### src/rtl/serial_subtractor.sv
// Bit-serial two's-complement subtractor z = a - b, LSB first, one bit per clock.
// Start/busy/done handshake; z and the flags hold until the next operation completes.
module serial_subtractor #(
    parameter int WIDTH = 6
) (
    input  logic             clk,
    input  logic             reset,
    input  logic             start,
    input  logic [WIDTH-1:0] a,
    input  logic [WIDTH-1:0] b,
    output logic             busy,
    output logic             done,
    output logic [WIDTH-1:0] z,
    output logic             borrowOut,
    output logic             overflow
);

    localparam int CW = $clog2(WIDTH + 1);

    typedef enum logic [1:0] {IDLE, RUN, DONE} state_t;

    state_t           state, state_next;
    logic [WIDTH-1:0] sh_a, sh_b;
    logic [WIDTH-2:0] sh_z;
    logic [CW-1:0]    cnt;
    logic             br;
    logic             a_msb, b_msb;

    logic             diff_bit, br_next, last, load;
    logic [WIDTH-1:0] z_next;

    always_ff @(posedge clk or posedge reset) begin
        if (reset) state <= IDLE;
        else       state <= state_next;
    end

    always_comb begin
        state_next = state;
        load       = 1'b0;
        diff_bit   = sh_a[0] ^ sh_b[0] ^ br;
        br_next    = (~sh_a[0] & sh_b[0]) | (~(sh_a[0] ^ sh_b[0]) & br);
        // The partial result keeps only the upper WIDTH-1 bits; the new bit completes it.
        z_next     = {diff_bit, sh_z};
        last       = (cnt == CW'(WIDTH - 1));
        busy       = (state == RUN);
        done       = (state == DONE);
        case (state)
            IDLE: if (start) begin
                load       = 1'b1;
                state_next = RUN;
            end
            RUN:  if (last) state_next = DONE;
            DONE: begin
                if (start) begin
                    load       = 1'b1;
                    state_next = RUN;
                end else begin
                    state_next = IDLE;
                end
            end
            default: state_next = IDLE;
        endcase
    end

    always_ff @(posedge clk or posedge reset) begin
        if (reset) begin
            sh_a      <= '0;
            sh_b      <= '0;
            sh_z      <= '0;
            cnt       <= '0;
            br        <= 1'b0;
            a_msb     <= 1'b0;
            b_msb     <= 1'b0;
            z         <= '0;
            borrowOut <= 1'b0;
            overflow  <= 1'b0;
        end else if (load) begin
            sh_a  <= a;
            sh_b  <= b;
            br    <= 1'b0;
            cnt   <= '0;
            a_msb <= a[WIDTH-1];
            b_msb <= b[WIDTH-1];
        end else if (state == RUN) begin
            sh_a <= sh_a >> 1;
            sh_b <= sh_b >> 1;
            sh_z <= z_next[WIDTH-1:1];
            br   <= br_next;
            cnt  <= cnt + CW'(1);
            if (last) begin
                z         <= z_next;
                borrowOut <= br_next;
                overflow  <= (a_msb ^ b_msb) & (diff_bit ^ a_msb);
            end
        end
    end

endmodule

### config.mk
export PLATFORM = sky130hd
export DESIGN_NAME = serial_subtractor
export DESIGN_NICKNAME = d
export VERILOG_FILES = /design/src/rtl/serial_subtractor.sv
export SDC_FILE = /design/constraint.sdc
export NUM_CORES = 1
export LEC_CHECK = 0
export BUFFER_PORTS_ARGS = -buffer_cell sky130_fd_sc_hd__buf_2
export CAP_MARGIN = 0
export CORE_MARGIN = 5
export CORE_UTILIZATION = 60
export CTS_BUF_LIST = sky130_fd_sc_hd__clkbuf_8
export DETAILED_ROUTE_END_ITERATION = 8
export PLACE_DENSITY = 0.93
export SLEW_MARGIN = 20
export SYNTH_ARGS = -nofsm -noshare
export SYNTH_HDL_FRONTEND = slang
export SYNTH_SLANG_ARGS = --single-unit
export TNS_END_PERCENT = 1
### constraint.sdc
create_clock -name clk -period 3.54 [get_ports clk]
set_input_delay 0.708 -clock clk [delete_from_list [all_inputs] [get_ports clk]]
set_output_delay 0.708 -clock clk [all_outputs]
set_load 0.01 [all_outputs]
### Word-level counts from Yosys, hierarchy flattened

Cells that the tools add are included.

| word-level totals | value |
|---|---|
| output and inout bits | 10 |
| bits in registers | 33 |
| logic and storage cells | 48 |
| input port bits | 15 |

| cells by class | value |
|---|---|
| multiplexer cells | 14 |
| $add $sub $neg | 1 |
| bitwise operators | 11 |
| eq/ne operators | 5 |
| reductions and logical operators | 6 |

Operators by type and width:

| kind | count |
|---|---|
| 2-to-1 mux 6 bit | 4 |
| 2-to-1 mux 3 bit | 2 |
| one-hot mux 2 bit (3 select lines) | 1 |
| 2-to-1 mux 1 bit | 5 |
| 2-to-1 mux 2 bit | 2 |
| AND reduction 2 bit | 2 |
| XOR 1 bit | 4 |
| adder 3 x 1 -> 3 bit, second input constant | 1 |
| bitwise AND 1 bit | 3 |
| equality test 3 bit, second input constant | 1 |
| NOT 1 bit | 3 |
| AND reduction 3 bit | 1 |
| equality test 2 x 1 -> 1 bit, second input constant | 1 |
| equality test 2 bit, second input constant | 1 |
| zero test 2 bit | 1 |
| inequality test 2 x 1 -> 1 bit, second input constant | 1 |
| inequality test 2 bit, second input constant | 1 |
| nonzero test 2 bit | 1 |
| OR reduction 2 bit | 1 |
| OR 1 bit | 1 |

### Depth between registers and ports, before layout

Gate-level depths: netlist of run 1.

| depth | value |
|---|---|
| word-level depth | 6 |
| depth in mapped cells | 6 |
| depth with buffers taken out | 5 |

### Least setup slack after synthesis of run 1

OpenSTA, ideal clock, no wires.

| timing | value |
|---|---|
| kind | flip-flop to output port |
| start | reg state[1] |
| end | out busy |
| arrival time | 0.863 ns |
| path buffers | 2 |
| setup slack | 1.969 ns |
| data required time | 2.832 ns |
| cell stages (with the launch flop) | 5 |
| cell sequence | dfrtp_1 -> nand2b_1 -> buf_4 -> inv_6 -> buf_6 |

| between the ends | value |
|---|---|
| word-level cells in the longest chain between the ends | 1 |

Ends and longest elaborated chain:

| element | RTL line | text |
|---|---|---|
| start: declaration | 22 | `state_t state, state_next;` |
| start signal: assignment | 34 | `else state <= state_next;` |
| equality test 2 x 1 -> 1 bit | 45 | `busy = (state == RUN);` |
| end: declaration | 11 | `output logic busy,` |

Every way passes these cells.

### Worst setup path in the final report of run 1

Ends and elaborated chain as after synthesis.

==> results of run 1 <==
[worst max path at each step]
stage / startpoint / end
after global routing: state[1]$_DFFE_PP0P_ / busy
after detailed placement: state[1]$_DFFE_PP0P_ / busy
final: state[1]$_DFFE_PP0P_ / busy
after global placement: state[1]$_DFFE_PP0P_ / busy
after floorplan: state[1]$_DFFE_PP0P_ / busy
after CTS: state[1]$_DFFE_PP0P_ / busy
[cell families (layout without fill, tap and decap cells)]
group | Yosys count | in the layout | share of synthesized area
compound gates | 18 | 18 | 0.08914
buf+inv | 13 | 40 | 0.05207
fa+ha+maj | 3 | 3 | 0.03177
flops | 33 | 33 | 0.5825
mux | 6 | 6 | 0.06090
simple gates | 56 | 56 | 0.1774
xor+xnor | 1 | 1 | 0.006179
[state kept, by name, summed over array words and instances, names as in the netlist, 2 cells and up]
register and count:
sh_a 6, sh_b 6, z 6, sh_z 5, cnt 3, state 2
[final cells by class]
cell class | count | area [um^2]
sequential | 33 | 825.8
fill | 154 | 576.8
multi-input combinational | 84 | 518.0
timing repair buffer | 26 | 135.1
clock buffer | 5 | 68.82
clock inverter | 3 | 46.29
tap | 28 | 35.03
inverter | 6 | 27.53
[placed cells by master, fill, tap and decap left out, drive strengths merged, types with 2 or more instances in the layout]
cell	count
dfrtp	33
nand2	30
buf	26
nor2	7
nor3	6
inv	6
mux2	6
nand3	5
o22ai	5
clkbuf	5
a22oi	4
nor2b	3
o21ai	3
nand2b	2
o2bb2ai	2
a22o	2
ha	2
[metrics by stage]
stage / area, um^2 / total power [mW] / std cells
final: 1657 / 1.595 / 185
after global routing: 1657 / 1.725 / 185
after CTS: 1657 / 1.612 / 185
after detailed placement: 1541 / 1.253 / 177
after global placement: 1541 / 1.204 / 177
after floorplan: 1418 / 1.108 / 130
[where the power goes]
part | total (mW) | internal, mW | switching (mW)
registers | 0.661 | 0.549 | 0.112
clock network | 0.348 | 0.210 | 0.138
logic | 0.586 | 0.258 | 0.328
[synthesized netlist by cell type, types with 2 or more instances]
| cell | n |
|---|---|
| sky130_fd_sc_hd__a22o_1 | 2 |
| sky130_fd_sc_hd__a22oi_1 | 4 |
| sky130_fd_sc_hd__buf_2 | 4 |
| sky130_fd_sc_hd__buf_4 | 2 |
| sky130_fd_sc_hd__dfrtp_1 | 33 |
| sky130_fd_sc_hd__ha_1 | 2 |
| sky130_fd_sc_hd__inv_1 | 5 |
| sky130_fd_sc_hd__mux2_4 | 5 |
| sky130_fd_sc_hd__nand2_1 | 30 |
| sky130_fd_sc_hd__nand2b_1 | 2 |
| sky130_fd_sc_hd__nand3_1 | 5 |
| sky130_fd_sc_hd__nor2_1 | 6 |
| sky130_fd_sc_hd__nor2b_1 | 3 |
| sky130_fd_sc_hd__nor3_1 | 6 |
| sky130_fd_sc_hd__o21ai_0 | 3 |
| sky130_fd_sc_hd__o22ai_1 | 5 |
| sky130_fd_sc_hd__o2bb2ai_1 | 2 |
[worst min-delay path, stage by stage (launching register included)]
cell and delay [ns]:
sky130_fd_sc_hd__dfrtp_1 0.35, sky130_fd_sc_hd__nand2_1 0.05, sky130_fd_sc_hd__nand2_1 0.05
[metal layers]
layer	global-route usage	wire length, um	vias up
met5	0	0	-
met4	0.09061	58	0
met3	0.08991	238	9
met2	0.2807	1239	52
met1	0.2251	1151	479
li1	-	-	488
==> results.md, run 1 <==
- Leakage power summed over all cells: 0.8495 nW
- Slack of the critical path: 1.135 ns
- Number of clock buffers inserted by TritonCTS: 5
- Final RePlAce weighted congestion: 0.7897
- Minimum clock period: 2.405 ns
- RSZ-0062 raised after global routing: false
- Final design utilization: 0.7417
- Die W: 58.61 um
- Post-detailed-routing wire length: 2687 um
- Min-delay src: sh_z[0]$_DFFE_PP0P_
- Antenna diode count: 0
- Net total in the final layout: 174
- Std-Cell Rows: 17
- Critical path data arrival time: 1.70 ns
- Number of maximum-capacitance violations: 0
- HPWL after detailed placement: 1881 um
- Initial DRC count: 22
- Die height: 58.61 um
- Layout cell share with drive strength beyond 1: 0.2675
- Pre-CTS setup slack: 1.451 ns
- Number of cells on the critical path: 3
- Worst setup skew after layout: 0.004860 ns
- Cell with the largest stage delay on the worst path: sky130_fd_sc_hd__nand2b_1
- Hold crit path type: reg2reg
- Cell family with most CP delay: simple AND/OR/NAND/NOR gates
- FF-to-FF End: cnt[1]$_DFFE_PP0P_
- Via count: 1028
- Global-route wire length before repair: 4733 um
- Netlist Area Pre-Place: 0.001418 mm^2
- Number of cells on the worst reg-to-reg path: 4
- Final count of hold timing violations: 0
- Fraction of registers with async set or reset after synthesis: 1.000
- Data required, critical path: 2.83 ns
- Full die area: 0.003435 mm^2
- Biggest cell delay along the critical path: 0.51 ns
- Post-cts hold buffer count: 0
- Relative max-transition margin: 0.4656
- Final setup TNS: 0 ns
- Top Ports: 25
- Count of input and output buffers: 24
- Post-cts resize count: 0
- Worst path buffer plus inverter count: 2
- Cells traversed along the worst timing path: nand2b_1 -> inv_6 -> buf_2
- Number of unique standard cell types used by synthesis: 28
- Post-synth EDFFs: 0
- Maximum root-to-sink buffer count: 2
- Maximum number of pins on one net before global-route repair: 34
- Post-CTS Setup Inserts: 0
- Count of state elements after synthesis: 33
- Number of slew-limit violations in the final report: 0
- Syn Nets: 148
- Mean cell area of the mapped netlist: 10.90 um^2
- Detailed-route vias per instance: 5.557
- Achievable frequency: 415.8 MHz
- Post-CTS clock slew at the launch and capture registers of the worst setup and hold paths: 0.07 ns
- Fraction of the cycle the final worst path needs: 0.6793
- Global route overflow: 0
- Startpoint class of the critical path: flop
- H-tree Lvls: 2
- Final-layout worst hold slack: 0.4794 ns
- Routed wire length per instance: 14.52 um
- Top fanout value on the critical path: 19
- Crit. End Element: output port
- ANT nets after route: 0
- Number of failing setup endpoints in the final timing report: 0
- Cell types occupying the most area after synthesis: sky130_fd_sc_hd__dfrtp_1 58%, sky130_fd_sc_hd__nand2_1 7.9%, sky130_fd_sc_hd__mux2_4 5.3%
- Initial antenna violation count: 0
- Areal power density over the cells: 963.0 mW/mm^2
- Clock root buffer master: sky130_fd_sc_hd__clkbuf_8
- Share of synthesized area occupied by flip-flops and latches: 0.5825
- Synth area leader: sky130_fd_sc_hd__dfrtp_1
- DRC violation count after routing: 0
- Clk sinks: 33
- Peak supply drop: 646.5 uV
- Outcome: completed
- Slew @ Worst Pin: 0.8016 ns
- Number of global-route vias before repair: 1044
- GRT Total Usage: 0.1868
- Layout-stage area growth over the synthesis result: 16.86%
- Effective utilization at floorplan: 0.6347
- Hold Path Cell Cnt: 2
- Category of the critical setup timing path: reg2out
- Instance count of the mapped netlist: 130
- CTS tree: built
- Origin of the critical flop-to-flop path: state[0]$_DFFE_PP0P_
- Post-synth top area share: 0.5825
- Destination of the worst hold path: sh_z[0]$_DFFE_PP0P_
- First-pass DRT Iterations: 4
- Core area: 0.002233 mm^2
- Primary FF master, synth: sky130_fd_sc_hd__dfrtp_1
- Reg2Reg Setup Slack: 1.81 ns
- Ys Warns: 0
- Source-to-sink clock delay at the later pin of the worst-skew pair: 0.28 ns
(Power assumes the default switching activity.)
==> run 2, diff against run 1 <==
--- a/config.mk
+++ b/config.mk
@@ -5,13 +5,14 @@
 export SDC_FILE = /design/constraint.sdc
 export NUM_CORES = 1
 export LEC_CHECK = 0
+export ABC_AREA = 1
 export BUFFER_PORTS_ARGS = -buffer_cell sky130_fd_sc_hd__buf_2
 export CAP_MARGIN = 0
 export CORE_MARGIN = 5
-export CORE_UTILIZATION = 60
+export CORE_UTILIZATION = 58
 export CTS_BUF_LIST = sky130_fd_sc_hd__clkbuf_8
 export DETAILED_ROUTE_END_ITERATION = 8
-export PLACE_DENSITY = 0.93
+export PLACE_DENSITY = 0.9
 export SLEW_MARGIN = 20
 export SYNTH_ARGS = -nofsm -noshare
 export SYNTH_HDL_FRONTEND = slang
==> constraint.sdc (replaced) <==
create_clock -name clk -period 2.3 [get_ports clk]
set_input_delay 0.46 -clock clk [delete_from_list [all_inputs] [get_ports clk]]
set_output_delay 0.46 -clock clk [all_outputs]
set_load 0.01 [all_outputs]
==> run 2 against run 1 <==
Final cell count rose by 28%. Clock power is 23% higher. Critical path type unchanged. Combinational power up 72%.
==> results.md, run 2 <==
- Number of global-route vias before repair: 1051 (+0.67%)
- Post-detailed-routing wire length: 2706 um (+0.71%)
- Achievable frequency: 567.8 MHz
- Via count: 1179 (+15%)
- Syn Nets: 197 (+33%)
- H-tree Lvls: 2 (unchanged)
- Number of maximum-capacitance violations: 0 (unchanged)
- Peak supply drop: 869.6 uV (+35%)
- Startpoint class of the critical path: flop
- Maximum number of pins on one net before global-route repair: 34 (unchanged)
- Initial DRC count: 51 (+130%)
- Detailed-route vias per instance: 4.975 (-10%)
- Crit. End Element: output port
- ANT nets after route: 0 (unchanged)
- Final setup TNS: 0 ns (unchanged)
- Registers with the most flip-flops: sh_a x6, sh_b x6, z x6
- Ys Warns: 0 (unchanged)
- Slack of the critical path: 0.5387 ns (-0.5966 ns)
- CTS tree: built
- Synth area leader: sky130_fd_sc_hd__dfrtp_1
- Std-Cell Rows: 18 (+1)
- Share of synthesized area occupied by flip-flops and latches: 0.5310 (-0.05155)
- Post-cts hold buffer count: 0 (unchanged)
- Net total in the final layout: 225 (+29%)
- Part of the power in combinational logic: 0.411 (+0.044)
- Final-layout worst hold slack: 0.2489 ns (-0.2305 ns)
- Count of placed standard cells including taps: 230 (+30%)
- Die W: 61.78 um (+5.4%)
- Placed inst area: 0.001682 mm^2 (+9.1%)
- Sequential power share: 0.415 (about the same)
- Number of unique standard cell types used by synthesis: 20 (-29%)
- Post-synth top area share: 0.5310 (-0.05155)
- Cell types occupying the most area after synthesis: sky130_fd_sc_hd__dfrtp_1 53%, sky130_fd_sc_hd__nand2_1 15%, sky130_fd_sc_hd__inv_1 6.8%
- Instance count of the mapped netlist: 179 (+38%)
- Layout-stage area growth over the synthesis result: 13.68%
- Initial antenna violation count: 0 (unchanged)
- Commonest non-fill, non-tap cells in the layout: 61 x sky130_fd_sc_hd__nand2_1, 33 x sky130_fd_sc_hd__dfrtp_1, 29 x sky130_fd_sc_hd__inv_1
- Count of placed standard cells in the final layout, fillers left out: 237 (+28%)
- Post-CTS Setup Inserts: 0 (unchanged)
- Leading cell type in the layout, fill and taps excluded: sky130_fd_sc_hd__nand2_1
- Relative max-transition margin: 0.7114 (+0.2458)
- Number of cells on the critical path: 3 (unchanged)
- Routed wire length per instance: 11.42 um (-21%)
- Commonest cells in the synthesized netlist: 61 x sky130_fd_sc_hd__nand2_1, 33 x sky130_fd_sc_hd__dfrtp_1, 28 x sky130_fd_sc_hd__inv_1
- Share of power burned in the clock network: 0.174 (-0.044)
- Category of the critical setup timing path: reg2out
- HPWL after detailed placement: 1955 um (+3.9%)
- Biggest cell delay along the critical path: 0.61 ns (+0.10 ns)
- Worst path buffer plus inverter count: 2 (unchanged)
- Worst setup skew after layout: 0.01071 ns (+0.005851 ns)
- Layout filler cell count: 203 (+32%)
- Global-route wire length before repair: 4457 um (-5.8%)
- Cells traversed along the worst timing path: inv_6 -> nor2_4 -> buf_2
- Count of input and output buffers: 24 (unchanged)
- Global route overflow: 0 (unchanged)
- Internal power of the cells: 1.457 mW (+43%)
- Antenna diode count: 0 (unchanged)
- Number of cells on the worst reg-to-reg path: 6 (+2)
- Mean cell area of the mapped netlist: 8.689 um^2 (-20%)
- Final count of hold timing violations: 0 (unchanged)
- Main combinational cell family by area after synthesis: simple AND/OR/NAND/NOR gates
- Final non-filler cell area: 0.001768 mm^2 (+6.7%)
- Fraction of registers with async set or reset after synthesis: 1.000 (unchanged)
- Leakage power summed over all cells: 1.009 nW (+19%)
- Layout cell share with drive strength beyond 1: 0.2319 (-0.03563)
- Cell with the largest stage delay on the worst path: sky130_fd_sc_hd__dfrtp_1
- Source-to-sink clock delay at the later pin of the worst-skew pair: 0.29 ns (about the same)
- Effective utilization at floorplan: 0.6166 (-0.01817)
- Die height: 61.78 um (+5.4%)
- First-pass DRT Iterations: 4 (unchanged)
- Parity-gate share of the synthesized area counting xor and xnor cells: 0.005632 (-0.0005468)
- Mux contribution to synthesized area: 0 (-0.06090)
- Sw Ratio: 0.4068 (+0.04507)
- Post-cts resize count: 0 (unchanged)
- Number of failing setup endpoints in the final timing report: 0 (unchanged)
- Top fanout value on the critical path: 9 (-10)
- Data required, critical path: 1.84 ns (-0.99 ns)
- Clock root buffer master: sky130_fd_sc_hd__clkbuf_8
- Number of clock buffers inserted by TritonCTS: 5 (unchanged)
- Fraction of the cycle the final worst path needs: 0.7658
- Netlist Area Pre-Place: 0.001555 mm^2 (+9.7%)
- Adder-cell share of the synthesized area: 0.02896 (-0.002812)
- Top Ports: 25 (unchanged)
- Clk sinks: 33 (unchanged)
- Most repeated cell in the gate-level netlist after synthesis: sky130_fd_sc_hd__nand2_1
- Maximum root-to-sink buffer count: 2 (unchanged)
- Slew @ Worst Pin: 0.4329 ns (-0.3688 ns)
- RSZ-0062 raised after global routing: false
- Post-Synth Simple-Gate Area: 0.2574 (+0.08004)
- Pre-CTS setup slack: 0.8639 ns (-0.5868 ns)
- Post-CTS clock slew at the launch and capture registers of the worst setup and hold paths: 0.07 ns (about the same)
- Fraction of the mapped netlist area in compound gates: 0.07241 (-0.01674)
- Areal power density over the cells: 1390 mW/mm^2 (+44%)
- Number of slew-limit violations in the final report: 0 (unchanged)
- Minimum clock period: 1.761 ns
- Core area: 0.002522 mm^2 (+13%)
- DRC violation count after routing: 0 (unchanged)
- Primary FF master, synth: sky130_fd_sc_hd__dfrtp_1
- Total net switching power: 0.9997 mW (+73%)
- Final RePlAce weighted congestion: 0.7800 (-1.2%)
- Critical path data arrival time: 1.30 ns (-0.40 ns)
- Hold crit path type: in2async
- Outcome: completed
- Count of state elements after synthesis: 33 (unchanged)
- Post-synth EDFFs: 0 (unchanged)
- Full die area: 0.003817 mm^2 (+11%)
- GRT Total Usage: 0.1646 (-0.02227)
- Cell family with most CP delay: flip-flops
==> run 2: changes by cell type after synthesis, sizes merged, moves of 3 or more <==
cell and change:
o22ai -5, mux2 -6, nor3 -6, buf -3, nor2b -3, a22oi -4
nand2 +35, inv +25, nand3 +12, o21ai +14
==> run 2: power by group through the flow <==
| stage | clock network, mW | registers, mW | logic [mW] |
|---|---|---|---|
| floorplan | 0 | 1.00 | 0.822 |
| global placement | 0 | 1.02 | 0.980 |
| CTS | 0.436 | 1.02 | 1.03 |
| finish | 0.428 | 1.02 | 1.01 |
| global route | 0.466 | 1.05 | 1.15 |
| detailed placement | 0 | 1.03 | 1.01 |
==> run 2: worst min-delay path, cell delays in order <==
cell                    delay [ns]
sky130_fd_sc_hd__buf_2        0.09
sky130_fd_sc_hd__inv_1        0.04
sky130_fd_sc_hd__buf_4        0.36
==> run 2: worst paths after layout <==
kind                                           start                    to  slack (ns)
worst max-delay path            state[0]$_DFFE_PP0P_                  busy        0.54
worst min-delay path                           reset   sh_a[4]$_DFFE_PP0P_        0.25
worst max register to register   sh_a[0]$_DFFE_PP0P_  overflow$_DFFE_PP0P_        0.88
worst min register to register      z[2]$_DFFE_PP0P_      z[2]$_DFFE_PP0P_        0.48
max in group asynchronous                      reset   sh_b[0]$_DFFE_PP0P_        1.75
min in group clk                                b[5]     b_msb$_DFFE_PP0P_        0.42
==> run 2: per-layer routing <==
layer  global-route usage  part of all wire  vias to the layer above
li1                     -                 -                      600
met1               0.2053              0.45                      552
met2               0.2616              0.47                       23
met3              0.05992             0.070                        4
met4              0.06364             0.014                        0
met5                    0                 0                        -
==> run 2: final cells by class <==
cell class / instances / area, um^2 / share of cell area
Sequential cell: 33 / 825.8 / 0.4671
Multi-Input combinational cell: 111 / 566.8 / 0.3206
Timing Repair Buffer: 25 / 127.6 / 0.07219
Inverter: 31 / 123.9 / 0.07006
Clock buffer: 6 / 82.58 / 0.04671
Tap cell: 30 / 37.54 / 0.02123
Clock inverter: 1 / 3.754 / 0.002123
==> run 2: cell families after synthesis <==
logic type,after synthesis
and+or+nand+nor,89
buffers and inverters,35
DFF,33
AOI/OAI and AO/OA,18
adders and majority gates,3
xor gates and xnor gates,1
==> run 2: per-stage QoR <==
| stage | utilization | power (mW) |
|---|---|---|
| floorplan | - | 1.827 |
| global placement | 0.6667 | 1.998 |
| detailed placement | 0.6667 | 2.039 |
| CTS | 0.7009 | 2.482 |
| global route | 0.7009 | 2.667 |
| finish | 0.7009 | 2.457 |
==> run 3, diff against run 2 <==
--- a/config.mk
+++ b/config.mk
@@ -9,10 +9,10 @@
 export BUFFER_PORTS_ARGS = -buffer_cell sky130_fd_sc_hd__buf_2
 export CAP_MARGIN = 0
 export CORE_MARGIN = 5
-export CORE_UTILIZATION = 58
+export CORE_UTILIZATION = 52
 export CTS_BUF_LIST = sky130_fd_sc_hd__clkbuf_8
 export DETAILED_ROUTE_END_ITERATION = 8
-export PLACE_DENSITY = 0.9
+export PLACE_DENSITY = 0.85
 export SLEW_MARGIN = 20
 export SYNTH_ARGS = -nofsm -noshare
 export SYNTH_HDL_FRONTEND = slang
==> constraint.sdc (replaced) <==
create_clock -name clk -period 1.5 [get_ports clk]
set_input_delay 0.3 -clock clk [delete_from_list [all_inputs] [get_ports clk]]
set_output_delay 0.3 -clock clk [all_outputs]
set_load 0.01 [all_outputs]
==> run 3 against run 2 <==
Die area rose by 9.6%. Critical path type unchanged. Wire length rose by 4.0%. Flip-flop and latch count did not move. Combinational power rose by 57%. Core utilization fell by 5.0 points. Final cell count rose by 1.3%. Clock-buffer cell count fell by 1. Cell area rose by 3.3%. Non-clock buffer count rose by 1.
==> results.md, run 3 (synthesis results as in run 2) <==
- Part of the power in combinational logic: 0.385 (-0.026)
- Effective utilization at floorplan: 0.5544 (-0.06215)
- Sequential standard cell area: 827.0 um^2 (+0.15%)
- Number of global-route vias before repair: 1172 (+12%)
- Leakage power summed over all cells: 1.033 nW (+2.3%)
- Number of clock buffers inserted by TritonCTS: 5 (unchanged)
- Source-to-sink clock delay at the later pin of the worst-skew pair: 0.28 ns (about the same)
- Count of input and output buffers: 24 (unchanged)
- Clock root buffer master: sky130_fd_sc_hd__clkbuf_8
- Peak supply drop: 1359 uV (+56%)
- Net total in the final layout: 226 (+0.44%)
- Die height: 64.69 um (+4.7%)
- Detailed-route vias per instance: 4.746 (-4.6%)
- Initial DRC count: 37 (-27%)
- Achievable frequency: 690.2 MHz
- Areal power density over the cells: 2258 mW/mm^2 (+62%)
- Post-CTS clock slew at the launch and capture registers of the worst setup and hold paths: 0.07 ns (about the same)
- ANT nets after route: 0 (unchanged)
- Origin of the critical flop-to-flop path: sh_a[0]$_DFFE_PP0P_
- Final setup TNS: 0 ns (unchanged)
- GRT Total Usage: 0.1597 (-0.004864)
- Hold crit path type: in2async
- Outcome: completed
- Final count of hold timing violations: 0 (unchanged)
- Category of the critical setup timing path: reg2out
- Registers with the most flip-flops: sh_a x6, sh_b x6, z x6
- Top Ports: 25 (unchanged)
- Clk sinks: 33 (unchanged)
- Sw Ratio: 0.3793 (-0.02753)
- Maximum number of pins on one net before global-route repair: 34 (unchanged)
- Global route overflow: 0 (unchanged)
- Data required, critical path: 1.20 ns (-0.64 ns)
- Final RePlAce weighted congestion: 0.7630 (-2.2%)
- Critical Path Source: state[0]$_DFFE_PP0P_
- Layout cell share with drive strength beyond 1: 0.2488 (+0.01692)
- Critical path data arrival time: 1.15 ns (-0.15 ns)
- Routed wire length per instance: 11.73 um (+2.7%)
- Multi-input gate area in the final layout: 566.8 um^2 (unchanged)
- Layout-stage area growth over the synthesis result: 17.38%
- Fraction of the cycle the final worst path needs: 0.9658
- Maximum root-to-sink buffer count: 2 (unchanged)
- H-tree Lvls: 2 (unchanged)
- Sequential power share: 0.378 (-0.037)
- Via count: 1139 (-3.4%)
- Std-Cell Rows: 19 (+1)
- Total net switching power: 1.563 mW (+56%)
- Top fanout value on the critical path: 6 (-3)
- Core area: 0.002805 mm^2 (+11%)
- Number of slew-limit violations in the final report: 0 (unchanged)
- Crit. End Element: output port
- Global-route wire length before repair: 5037 um (+13%)
- Startpoint class of the critical path: flop
- Number of failing setup endpoints in the final timing report: 0 (unchanged)
- Antenna diode count: 0 (unchanged)
- Total power draw: 4.122 mW (+68%)
- RSZ-0062 raised after global routing: false
- Post-detailed-routing wire length: 2814 um (+4.0%)
- Slew @ Worst Pin: 0.3997 ns (-0.03315 ns)
- Number of maximum-capacitance violations: 0 (unchanged)
- Commonest non-fill, non-tap cells in the layout: 61 x sky130_fd_sc_hd__nand2_1, 32 x sky130_fd_sc_hd__dfrtp_1, 28 x sky130_fd_sc_hd__inv_1
- Layout filler cell count: 248 (+22%)
- Relative max-transition margin: 0.7335 (+0.02210)
- First-pass DRT Iterations: 4 (unchanged)
- Share of power burned in the clock network: 0.237 (+0.063)
- Minimum clock period: 1.449 ns
- DRC violation count after routing: 0 (unchanged)
- Leading cell type in the layout, fill and taps excluded: sky130_fd_sc_hd__nand2_1
- Worst setup skew after layout: 0.005450 ns (-0.005261 ns)
- Internal power of the cells: 2.558 mW (+76%)
- Die W: 64.69 um (+4.7%)
- CTS tree: built
- Post-cts hold buffer count: 0 (unchanged)
- Initial antenna violation count: 0 (unchanged)
- Full die area: 0.004185 mm^2 (+9.6%)
- HPWL after detailed placement: 1961 um (+0.32%)
-- run 3: cell types whose count changed in the layout (fill, tap and decap cells not counted) --
cell	delta
sky130_fd_sc_hd__buf_4	+1
sky130_fd_sc_hd__bufinv_16	+2
sky130_fd_sc_hd__clkbuf_8	-1
sky130_fd_sc_hd__clkinv_2	+1
sky130_fd_sc_hd__dfrtp_1	-1
sky130_fd_sc_hd__dfrtp_2	+1
sky130_fd_sc_hd__inv_1	-1
-- run 3: final cells by class --
type,count,share of cell area
clock buffers,5,0.03770
clock inverters,3,0.03564
inverters,31,0.06785
multi-input cells,111,0.3105
flip-flops and latches,33,0.4531
well taps,31,0.02125
repair buffers,26,0.07402
-- run 3: per-layer routing --
| metal | GRT usage | vias to the layer above | wire length, um |
|---|---|---|---|
| met1 | 0.1841 | 508 | 1266 |
| li1 | - | 603 | - |
| met4 | 0.08707 | 0 | 68 |
| met5 | 0 | - | 0 |
| met2 | 0.2616 | 24 | 1338 |
| met3 | 0.05527 | 4 | 140 |
-- run 3: metrics by stage --
stage | worst slack (ns) | instances | area, um^2 | util | hold WS, ns
finish | 0.05124 | 240 | 1826 | 0.6508 | 0.08327
global placement | 0.1688 | 232 | 1690 | 0.6026 | 0.3992
CTS | 0.03450 | 240 | 1826 | 0.6508 | 0.08955
floorplan | 0.1986 | 179 | 1555 | - | 0.4289
global route | 0.01306 | 240 | 1826 | 0.6508 | 0.1299
detailed placement | 0.1309 | 232 | 1690 | 0.6026 | 0.4038
-- run 3: path summary, 6_finish.rpt --
path	end	cells after the start	slack, ns
min reg2reg	sh_b[5]$_DFFE_PP0P_	2	0.48
max in group asynchronous	state[0]$_DFFE_PP0P_	3	1.10
min in group clk	sh_b[5]$_DFFE_PP0P_	3	0.24
max reg2reg	overflow$_DFFE_PP0P_	6	0.12
max	done	3	0.05
min	z[1]$_DFFE_PP0P_	3	0.08
-- run 3: power groups by stage --
stage	registers (mW)	logic, mW	clock network [mW]
3_3_place_gp	1.55	1.55	0
4_1_cts	1.56	1.61	1.00
2_1_floorplan	1.54	1.26	0
3_5_place_dp	1.56	1.59	0
5_1_grt	1.61	1.86	1.04
6_report	1.56	1.59	0.977
-- run 3: what timing repair did --
action | 4_1_cts | 5_1_grt
gates resized for setup | 1 | 0
setup buffers | 0 | 0
setup endpoints to repair | 2 | 0
-- run 3: worst max-delay path: stages (launching register included) --
cell                      delay [ns]
sky130_fd_sc_hd__dfrtp_2        0.47
sky130_fd_sc_hd__buf_4          0.18
sky130_fd_sc_hd__nor2_1         0.09
sky130_fd_sc_hd__buf_2          0.13
